[src/rtl/pipeline_stall_ctrl.sv]
// Pipeline hazard/stall controller: load-use, mult/div busy, data-memory wait, taken-branch flush.
// Optional stall statistic counters are enabled with `define PIPELINE_STALL_STATS_EN.
module pipeline_stall_ctrl #(
  parameter int unsigned MD_LATENCY = 32,
  parameter int unsigned CNT_WIDTH  = 16
) (
  input  logic                 Clock,
  input  logic                 Reset,
  input  logic [4:0]           rsID,
  input  logic [4:0]           rtID,
  input  logic [4:0]           rtEX,
  input  logic                 memReadEX,
  input  logic                 branchTaken,
  input  logic                 hiloReadID,
  input  logic                 mdStart,
  input  logic                 memReqMEM,
  input  logic                 dmemReady,
  output logic                 pcWrite,
  output logic                 ifIdWrite,
  output logic                 idExWrite,
  output logic                 exMemWrite,
  output logic                 ifIdFlush,
  output logic                 idExFlush,
  output logic                 memWbFlush,
  output logic                 mdBusy,
  output logic                 stalled
`ifdef PIPELINE_STALL_STATS_EN
  ,
  output logic [CNT_WIDTH-1:0] loadStallCnt,
  output logic [CNT_WIDTH-1:0] mdStallCnt,
  output logic [CNT_WIDTH-1:0] memStallCnt,
  output logic [CNT_WIDTH-1:0] flushCnt
`endif
);

  typedef enum logic {RUN, MD_BUSY} state_t;

  localparam logic [7:0] MD_RELOAD = 8'(MD_LATENCY - 1);

  state_t     state_q, state_d;
  logic [7:0] mdCnt_q, mdCnt_d;
  logic       loadUse, memWait, mdHazard, mdIssue;

  assign loadUse  = memReadEX && (rtEX != 5'd0) && ((rsID == rtEX) || (rtID == rtEX));
  assign memWait  = memReqMEM && !dmemReady;
  assign mdBusy   = (state_q == MD_BUSY);
  assign mdHazard = mdBusy && hiloReadID;
  // A frozen EX stage will present the same mult/div again, so ignore it now
  assign mdIssue  = mdStart && !memWait;
  assign stalled  = memWait || mdHazard || loadUse;

  always_ff @(posedge Clock or negedge Reset) begin
    if (!Reset) begin
      state_q <= RUN;
      mdCnt_q <= 8'd0;
    end else begin
      state_q <= state_d;
      mdCnt_q <= mdCnt_d;
    end
  end

  always_comb begin
    state_d = state_q;
    mdCnt_d = mdCnt_q;
    unique case (state_q)
      RUN: begin
        if (mdIssue) begin
          state_d = MD_BUSY;
          mdCnt_d = MD_RELOAD;
        end
      end
      MD_BUSY: begin
        if (mdIssue) begin
          mdCnt_d = MD_RELOAD;
        end else if (mdCnt_q == 8'd0) begin
          state_d = RUN;
        end else begin
          mdCnt_d = mdCnt_q - 8'd1;
        end
      end
      default: begin
        state_d = RUN;
        mdCnt_d = 8'd0;
      end
    endcase
  end

  always_comb begin
    pcWrite    = 1'b1;
    ifIdWrite  = 1'b1;
    idExWrite  = 1'b1;
    exMemWrite = 1'b1;
    ifIdFlush  = 1'b0;
    idExFlush  = 1'b0;
    memWbFlush = 1'b0;
    if (memWait) begin
      pcWrite    = 1'b0;
      ifIdWrite  = 1'b0;
      idExWrite  = 1'b0;
      exMemWrite = 1'b0;
      memWbFlush = 1'b1;
    end else if (mdHazard || loadUse) begin
      pcWrite    = 1'b0;
      ifIdWrite  = 1'b0;
      idExFlush  = 1'b1;
    end else if (branchTaken) begin
      ifIdFlush  = 1'b1;
    end
  end

`ifdef PIPELINE_STALL_STATS_EN
  localparam logic [CNT_WIDTH-1:0] CNT_ONE = CNT_WIDTH'(1);

  logic [CNT_WIDTH-1:0] loadStallCnt_q, mdStallCnt_q, memStallCnt_q, flushCnt_q;

  // Only the highest-priority active cause is charged each cycle
  always_ff @(posedge Clock or negedge Reset) begin
    if (!Reset) begin
      loadStallCnt_q <= '0;
      mdStallCnt_q   <= '0;
      memStallCnt_q  <= '0;
      flushCnt_q     <= '0;
    end else if (memWait) begin
      if (memStallCnt_q != '1) memStallCnt_q <= memStallCnt_q + CNT_ONE;
    end else if (mdHazard) begin
      if (mdStallCnt_q != '1) mdStallCnt_q <= mdStallCnt_q + CNT_ONE;
    end else if (loadUse) begin
      if (loadStallCnt_q != '1) loadStallCnt_q <= loadStallCnt_q + CNT_ONE;
    end else if (branchTaken) begin
      if (flushCnt_q != '1) flushCnt_q <= flushCnt_q + CNT_ONE;
    end
  end

  assign loadStallCnt = loadStallCnt_q;
  assign mdStallCnt   = mdStallCnt_q;
  assign memStallCnt  = memStallCnt_q;
  assign flushCnt     = flushCnt_q;
`endif

endmodule

[config.mk]
export PLATFORM = sky130hd
export DESIGN_NAME = pipeline_stall_ctrl
export DESIGN_NICKNAME = d
export VERILOG_FILES = /design/src/rtl/pipeline_stall_ctrl.sv
export SDC_FILE = /design/constraint.sdc
export NUM_CORES = 1
export LEC_CHECK = 0
export CAP_MARGIN = 5
export CORE_AREA = 2 2 45 47
export CTS_CLUSTER_SIZE = 40
export DETAILED_ROUTE_END_ITERATION = 12
export DIE_AREA = 0 0 47 49
export PLACE_DENSITY = 0.74
export SLEW_MARGIN = 40
export SYNTH_ARGS = -nofsm -noshare
export SYNTH_HDL_FRONTEND = slang
export SYNTH_SLANG_ARGS = --single-unit
[constraint.sdc]
create_clock -name Clock -period 3.26 [get_ports Clock]
set_clock_uncertainty 0.15 [all_clocks]
set_input_delay 0.652 -clock Clock [delete_from_list [all_inputs] [get_ports Clock]]
set_output_delay 0.652 -clock Clock [all_outputs]
set_load 0.03 [all_outputs]
Word level (Yosys, flattened, before mapping)
Index checks and enable logic that the tools add are counted.
{"block": "totals", "register_bits": 9, "in_bits": 23, "output_inout_bits": 9, "word_cells": 39}
{"block": "classes", "n_addsub": 1, "n_eq_ne": 4, "mux": 17, "n_bitwise": 1, "n_reduce_logical": 14}
{"op": "two-way mux 8 bit", "count": 3}
{"op": "one-hot mux 8 bit (2 select lines)", "count": 1}
{"op": "two-way mux 1 bit", "count": 12}
{"op": "== test 5 bit", "count": 2}
{"op": "logical NOT 8 bit", "count": 1}
{"op": "subtractor 8 x 1 -> 8 bit, second input constant", "count": 1}
{"op": "logical AND 1 bit", "count": 5}
{"op": "nonzero test 5 bit", "count": 1}
{"op": "logical OR 1 bit", "count": 4}
{"op": "inequality test 3 bit, second input constant", "count": 1}
{"op": "logical NOT 1 bit", "count": 2}
{"op": "inequality test 2 bit, second input constant", "count": 1}
{"op": "one-hot mux 1 bit (2 select lines)", "count": 1}
{"op": "AND reduction 2 bit", "count": 1}
{"op": "NOT 1 bit", "count": 1}

Longest topological paths before layout
Gate-level depths: netlist (run 1).
{"block": "depth", "ltp_word": 6, "ltp_mapped": 6, "ltp_nobuf": 6}

Worst setup path after synthesis (run 1)
OpenSTA, ideal clock, no wires.
{"block": "synth_timing", "path_type": "input to output", "startpoint": "in rtEX[1]", "endpoint": "out pcWrite", "arrival_ns": 2.199, "required_time_ns": 2.458, "path_slack_ns": 0.259, "stages": 4, "n_path_buf": 1, "cell_sequence": "or4_1 -> o21a_1 -> a21oi_1 -> buf_4"}
{"block": "synth_between", "elab_chain_len": 6, "elab_cells_between_ends": 9, "cone_classes": "2 x eq/ne; 2 x mux; 5 x reduce/logical"}
{"item": "start, declared", "line": "11", "text": "input logic [4:0] rtEX,"}
{"item": "== test 5 bit / nonzero test 5 bit (equally long branches)", "line": "44", "text": "assign loadUse = memReadEX && (rtEX != 5'd0) && ((rsID == rtEX) || (rtID == rtEX));"}
{"item": "logical OR 1 bit / logical AND 1 bit (equally long branches)", "line": "44"}
{"item": "logical AND 1 bit *", "line": "44"}
{"item": "logical OR 1 bit *", "line": "102", "text": "end else if (mdHazard || loadUse) begin"}
{"item": "two-way mux 1 bit * (2 in a row)"}
{"item": "end, declared", "line": "18", "text": "output logic pcWrite,"}
Mark *: on every way between the ends. The rest lies on a longest branch, timed or not.

Final worst setup path (run 1)
{"block": "layout_timing", "startpoint": "in rtEX[1]", "endpoint": "out idExFlush"}
{"block": "layout_between", "elab_chain_len": 6, "elab_cells_between_ends": 9, "cone_classes": "2 x eq/ne; 2 x mux; 5 x reduce/logical"}
{"item": "== test 5 bit / nonzero test 5 bit (equally long branches)", "line": "44"}
{"item": "logical OR 1 bit / logical AND 1 bit (equally long branches)", "line": "44"}
{"item": "logical AND 1 bit *", "line": "44"}
{"item": "logical OR 1 bit *", "line": "102"}
{"item": "two-way mux 1 bit *", "line": "102"}
{"item": "two-way mux 1 bit *", "line": "96", "text": "if (memWait) begin"}
{"item": "end, declared", "line": "23", "text": "output logic idExFlush,"}
Marks and branches as above.

==> key figures, run 1 <==
Timing
  – Actual slew at the worst max-slew pin: around 0.42 ns
  – Final setup viols: 0
  – Fin. max-slew vios: 0
  – Max_slew headroom: 72.1%
  – Fin Setup TNS: 0 ns
  – Final Hold Fails: 0
  – Fmax: approximately 310 MHz
  – Final Cycle Share: between 90 and 100%
  – RSZ-0062 raised after global routing: no
  – Min cycle time layout: approximately 3.2 ns

Clocking
  – Setup Buffers After CTS: 0
  – CTS buffer count: 3
  – Clock sink count: 9
  – CTS max path bufs: 2
  – Clk_lat worst skew: 0.27 ns
  – CTS tree: done
  – Root Driver: clkbuf_4
  – Clock-pin slew on the worst setup and hold paths: 0.05 ns
  – H-tree depth: 1

GRT
  – First-pass GRT wire length: between 3000 and 4000 µm
  – Number of global-route vias before repair: between 600 and 700
  – Total gr overflow: 0
  – Largest net degree at the start of global routing: 10
  – Initial antenna violation count: 0
  – Total GRT Usage: 18.1%

Worst setup path
  – Crit-path max FO: 2
  – CP required: 2.46 ns
  – Flop2flop setup slack: 1.21 ns
  – R2r startpoint: mdCnt_q[0]
  – Critical path startpoint category: primary input
  – CP Depth: 5
  – CP top delay family: buffers and inverters
  – Crit path kind: primary input to primary output
  – R2r endpoint: mdCnt_q[0]
  – Slowest CP cell: or4_1
  – CP Capture Type: primary output
  – FF-to-FF path depth: 6
  – Worst stage delay on the critical path: 0.52 ns
  – CP arrival: 2.38 ns
  – Worst path cell trace: clkdlybuf4s50_1, or4_1, o21a_1, a31o_2, dlygate4sd2_1
  – Buf/Inv on CP: 2

Die
  – Die Y: 49 µm
  – Starting density of the core: 36.6%
  – Die width: 47 µm
  – Ports: 32
  – Row count: 16
  – Core ar.: 0.00184 mm²
  – DIE AREA: 0.00230 mm²

Power
  – P per Cell Area: 317 mW/mm²
  – Pwr Total: 0.000337 W
  – Switching Share: 31.1%
  – Seq pwr share: 38.3%
  – VDD IR max: 0.289 mV
  – Combinational share of power: 36.0%
  – NetSw: 0.000105 W
  – Clock power frac: 25.7%
  – Internal: 0.000232 W
  – Static Leak: approximately 0.42 nW

Cells and area
  – # diodes: 0
  – Fillcell total: 184
  – Nets: 142
  – Most common cell after layout, fill and taps aside: clkdlybuf4s50_1
  – Share of post-route cells with drive strength above 1: 14.7%
  – Commonest cells after routing, fill and taps aside: 26 x clkdlybuf4s50_1, 12 x nand2_1, 11 x xnor2_1, 11 x buf_4, 9 x dfrtp_1
  – Synthesis-to-layout area growth: 57.5%

Min path
  – HP Class: flip-flop to flip-flop
  – Hold Path Origin: mdCnt_q[1]
  – Worst Hold End: mdCnt_q[1]
  – Hold Crit Depth: 2

Place
  – Hpwl dp: 1510 µm
  – IO buf count: 31
  – GPL Wtd Cong: approximately 0.85

Drt
  – DRC Markers: 0
  – Routed Antenna Nets: 0
  – WL final: 1810 µm
  – Routed WL per cell: approximately 13 µm
  – Pre-antenna DRT Iters: 4
  – Initial drt markers: 12
  – Routed via count: 682
  – Drt via density: 4.77

Yosys
  – Yosys warns: 0
  – Top FF cell, synth: dfrtp_1
  – Syn nets: ~100
  – Top area cells in the synthesized netlist: dfrtp_1 33%, xnor2_1 14%, nand2_1 6.7%
  – Asr flop ratio synth: between 90% and 100%
  – Synthesis-stage register bit count: 9
  – Synth unique cells: 29
  – Mapped Avg Cell Area: just under 9 µm²
  – Number of synthesized flops with an enable pin: 0
  – Synth area leader: dfrtp_1
  – Post-synthesis cell area: between 600 and 700 µm²
  – Post-synthesis sequential area ratio: ~33%
  – Top cell type's share of synthesized area: around a third
  – Post-synthesis instance total: 78

Job
  – Maxcap violations: 0

Run status
  – Outcome: completed
through the flow:
step / worst slack (ns) / cell area, µm² / std cells / utilization (%) / hold WS, ns
2_1_floorplan: 0.259 / 674 / 78 / - / 0.206
6_report: 0.0758 / 1060 / 143 / 57.7 / 0.409
3_5_place_dp: -0.162 / 1040 / 139 / 56.3 / 0.398
5_1_grt: 0.0186 / 1060 / 143 / 57.7 / 0.468
3_3_place_gp: -0.131 / 1040 / 139 / 56.3 / 0.381
4_1_cts: 0.0781 / 1060 / 143 / 57.7 / 0.412
cell usage after synthesis, types with 2 or more instances:
cell / number
a21oi_1: 4
buf_4: 2
dfrtp_1: 9
ha_1: 2
inv_1: 3
mux2i_1: 2
nand2_1: 12
nand3_1: 3
nor2_1: 3
nor2b_1: 2
o211ai_1: 2
o21ai_0: 2
or3b_2: 2
or4_1: 3
xnor2_1: 11
xor2_1: 3
layout make-up:
cell class | instances | area, µm² | share of cell area, %
timing repair buffer | 38 | 352 | 33.1
tap | 27 | 33.8 | 3.18
inverter | 3 | 11.3 | 1.06
clock buffer | 4 | 26.3 | 2.47
sequential | 9 | 225 | 21.2
multi-input combinational | 62 | 414 | 39.0
power by group through the flow:
stage	registers (W)	logic, W	clock network (W)
floorplan	0.000129	0.0000642	0
global placement	0.000131	0.000119	0
detailed placement	0.000131	0.000122	0
CTS	0.000129	0.000122	0.0000880
global route	0.000130	0.000132	0.0000963
finish	0.000129	0.000121	0.0000864
worst register-to-register path, stage by stage (launching register included):
cell,delay (ns)
dfrtp_1,0.39
inv_1,0.12
ha_1,0.21
or3b_2,0.52
o21ai_1,0.32
xnor2_1,0.16
nand2_1,0.06
registers in the layout (all words and copies together), names as in the netlist:
signal and flops:
mdCnt_q 8, mdBusy 1
worst max path at each step:
stage	from	endpoint	slack (ns)
after global routing	rtEX[3]	idExFlush	0.02
after global placement	rtEX[1]	idExFlush	-0.13
after detailed placement	rtEX[1]	idExFlush	-0.16
after floorplan	rtEX[1]	pcWrite	0.26
final	rtEX[1]	idExFlush	0.08
after CTS	rtEX[3]	idExFlush	0.08
cells by family (layout without fill, tap and decap cells):
kind of cell | after synthesis | in the layout | share of synthesized area, %
AOI/OAI and AO/OA | 15 | 15 | 14.3
muxes | 2 | 2 | 2.97
buffers and inverters | 7 | 45 | 5.19
xor gates and xnor gates | 14 | 14 | 18.2
adders and majority gates | 2 | 2 | 3.71
DFF | 9 | 9 | 33.4
and+or+nand+nor | 29 | 29 | 22.3
metal layers:
| metal | global-route usage [%] | share of wire [%] | vias up | routed length, µm |
|---|---|---|---|---|
| met5 | 0 | 0 | - | 0 |
| met2 | 28.5 | 52 | 16 | 938 |
| met1 | 23.7 | 43 | 318 | 785 |
| li1 | - | - | 346 | - |
| met3 | 5.56 | 3.8 | 2 | 68 |
| met4 | 4.17 | 0.77 | 0 | 14 |
timing repair:
item / 4_1_cts / 5_1_grt
setup endpoints to repair: 1 / 0
hold endpoints to repair: 0 / 0
hold buffers: 0 / 0
gates resized for setup: 1 / 0
Power figures use the tool's default switching activity.
==> run 2: changes to the inputs <==
==> constraint.sdc (replaced) <==
create_clock -name Clock -period 3.26 [get_ports Clock]
set_clock_uncertainty 0.15 [all_clocks]
set_input_delay 0.326 -clock Clock [delete_from_list [all_inputs] [get_ports Clock]]
set_output_delay 0.326 -clock Clock [all_outputs]
set_load 0.03 [all_outputs]
==> key figures, run 2 (synthesis results as in run 1) <==
Worst setup path
  – Crit-path max FO: 4 (+2)
  – Buf/Inv on CP: 2 (unchanged)
  – CP arrival: 2.44 ns (+0.06 ns)
  – CP Capture Type: primary output
  – Most used cell along the critical path: clkdlybuf4s50_1
  – Worst stage delay on the critical path: 0.70 ns (+0.18 ns)
  – Critical path startpoint category: primary input
  – CP top delay family: buffers and inverters
  – Slowest CP cell: clkdlybuf4s50_1
  – Crit path kind: primary input to primary output
  – Worst path cell trace: clkdlybuf4s50_1, or4_1, o21a_1, a21oi_1, clkdlybuf4s50_1
  – CP required: 2.78 ns (+0.32 ns)

Cells and area
  – Share of post-route cells with drive strength above 1: 5.50% (-9.2 points)
  – Most common cell after layout, fill and taps aside: clkdlybuf4s50_1
  – Nets: 135 (-4.9%)
  – # diodes: 0 (unchanged)
  – Synthesis-to-layout area growth: 51.4%
  – Fillcell total: 186 (+1.1%)
  – Commonest cells after routing, fill and taps aside: 31 x clkdlybuf4s50_1, 12 x nand2_1, 11 x xnor2_1
  – Non-Filler Instances: 136 (-4.9%)
  – Register area: 225 µm² (unchanged)
  – Design area: 0.00102 mm² (-3.9%)
  – Multi-input gate area: 414 µm² (unchanged)
  – Top reg by flops: mdCnt_q
  – Largest register FFs: 8 (unchanged)

Die
  – DIE AREA: 0.00230 mm² (unchanged)
  – Die width: 47 µm (unchanged)
  – Row count: 16 (unchanged)
  – Die Y: 49 µm (unchanged)
  – Core ar.: 0.00184 mm² (unchanged)
  – Starting density of the core: 36.6% (unchanged)
  – Ports: 32 (unchanged)

GRT
  – Initial antenna violation count: 0 (unchanged)
  – Total GRT Usage: 17.5% (-0.59 points)
  – Largest net degree at the start of global routing: 10 (unchanged)
  – Number of global-route vias before repair: 632 (-6.4%)
  – First-pass GRT wire length: 2950 µm (-2.1%)
  – Total gr overflow: 0 (unchanged)

Clocking
  – CTS max path bufs: 2 (unchanged)
  – Clk_lat worst skew: 0.26 ns (about the same)
  – CTS buffer count: 3 (unchanged)
  – CTS tree: done
  – Hold_buf cts: 0 (unchanged)
  – Clock sink count: 9 (unchanged)
  – Root Driver: clkbuf_4
  – Post-cts sizing count: 0 (-1)
  – Clock-pin slew on the worst setup and hold paths: 0.06 ns (about the same)
  – Setup Buffers After CTS: 0 (unchanged)
  – H-tree depth: 1 (unchanged)

Drt
  – Routed WL per cell: 13.0 µm (+3.2%)
  – DRC Markers: 0 (unchanged)
  – Routed Antenna Nets: 0 (unchanged)
  – Routed via count: 658 (-3.5%)
  – Pre-antenna DRT Iters: 4 (unchanged)
  – Initial drt markers: 10 (-2)
  – WL final: 1770 µm (-1.9%)
  – Drt via density: 4.84 (+1.4%)

Power
  – VDD IR max: 0.222 mV (-23%)
  – Static Leak: 0.377 nW (-9.7%)
  – Pwr Total: 0.000330 W (-2.0%)
  – P per Cell Area: 323 mW/mm² (+1.9%)

Timing
  – Fin Setup TNS: 0 ns (unchanged)
  – Actual slew at the worst max-slew pin: 0.397 ns (-0.0195 ns)
  – Fin. max-slew vios: 0 (unchanged)
  – Fmax: 342 MHz (+9.0%)
  – Max_slew headroom: 73.4% (+1.3 points)
  – Min cycle time layout: 2.92 ns (-0.264 ns)
  – Final Hold Fails: 0 (unchanged)
  – Final Hold Slack: 0.205 ns (-0.204 ns)
  – RSZ-0062 raised after global routing: no
  – Final setup viols: 0 (unchanged)
  – Final Cycle Share: 89.6% (-8.1 points)

Place
  – Cells after DPL: 132 (-5.0%)
  – Post-DP Area: 995 µm² (-4.1%)
  – Hpwl dp: 1450 µm (-4.5%)
  – IO buf count: 31 (unchanged)
  – GPL Wtd Cong: 0.768 (-10%)

Min path
  – HP Class: primary input to asynchronous set/reset pin

Job
  – Maxcap violations: 0 (unchanged)

Run status
  – Outcome: completed
==> run 2: path summary, 6_finish.rpt <==
| path | from | to | slack (ns) | cells past startpoint |
|---|---|---|---|---|
| worst max-delay path | rtEX[1] | pcWrite | 0.34 | 5 |
| worst min-delay path | Reset | mdCnt_q[0] | 0.21 | 1 |
| worst max register to register | mdCnt_q[0] | mdCnt_q[0] | 1.17 | 6 |
| worst min register to register | mdCnt_q[4] | mdCnt_q[4] | 0.40 | 2 |
| max in group asynchronous | Reset | mdCnt_q[6] | 2.47 | 1 |
| min in group Clock | mdCnt_q[4] | mdCnt_q[4] | 0.40 | 2 |
==> run 2: worst register-to-register path: stages (launching register included) <==
cell and delay [ns]:
dfrtp_1 0.40, inv_1 0.12, ha_1 0.22, or3b_2 0.52
o21ai_1 0.32, xnor2_1 0.17, nand2_1 0.08
==> run 2: routing by layer <==
| metal | GRT usage [%] | routed length (µm) |
|---|---|---|
| met1 | 22.3 | 797 |
| met4 | 4.17 | 14 |
| met3 | 4.44 | 39 |
| met5 | 0 | 0 |
| met2 | 28.8 | 922 |
==> run 2: final cells by class <==
type / instances / share of cell area [%]
multi-input cells: 62 / 40.6
inverters: 3 / 1.10
repair buffers: 31 / 30.4
well taps: 27 / 3.31
clock buffers: 4 / 2.57
flip-flops and latches: 9 / 22.1
==> run 2: power by group <==
part	internal, W	switching, W
registers	0.000120	0.0000101
clock network	0.0000471	0.0000381
logic	0.0000615	0.0000531
==> run 2: stage by stage <==
step                      utilization [%]  setup slack (ns)
after global routing                 55.4             0.278
after CTS                            55.4             0.329
final                                55.4             0.340
after detailed placement             54.0             0.329
after global placement               54.0             0.360
after floorplan                         -             0.911
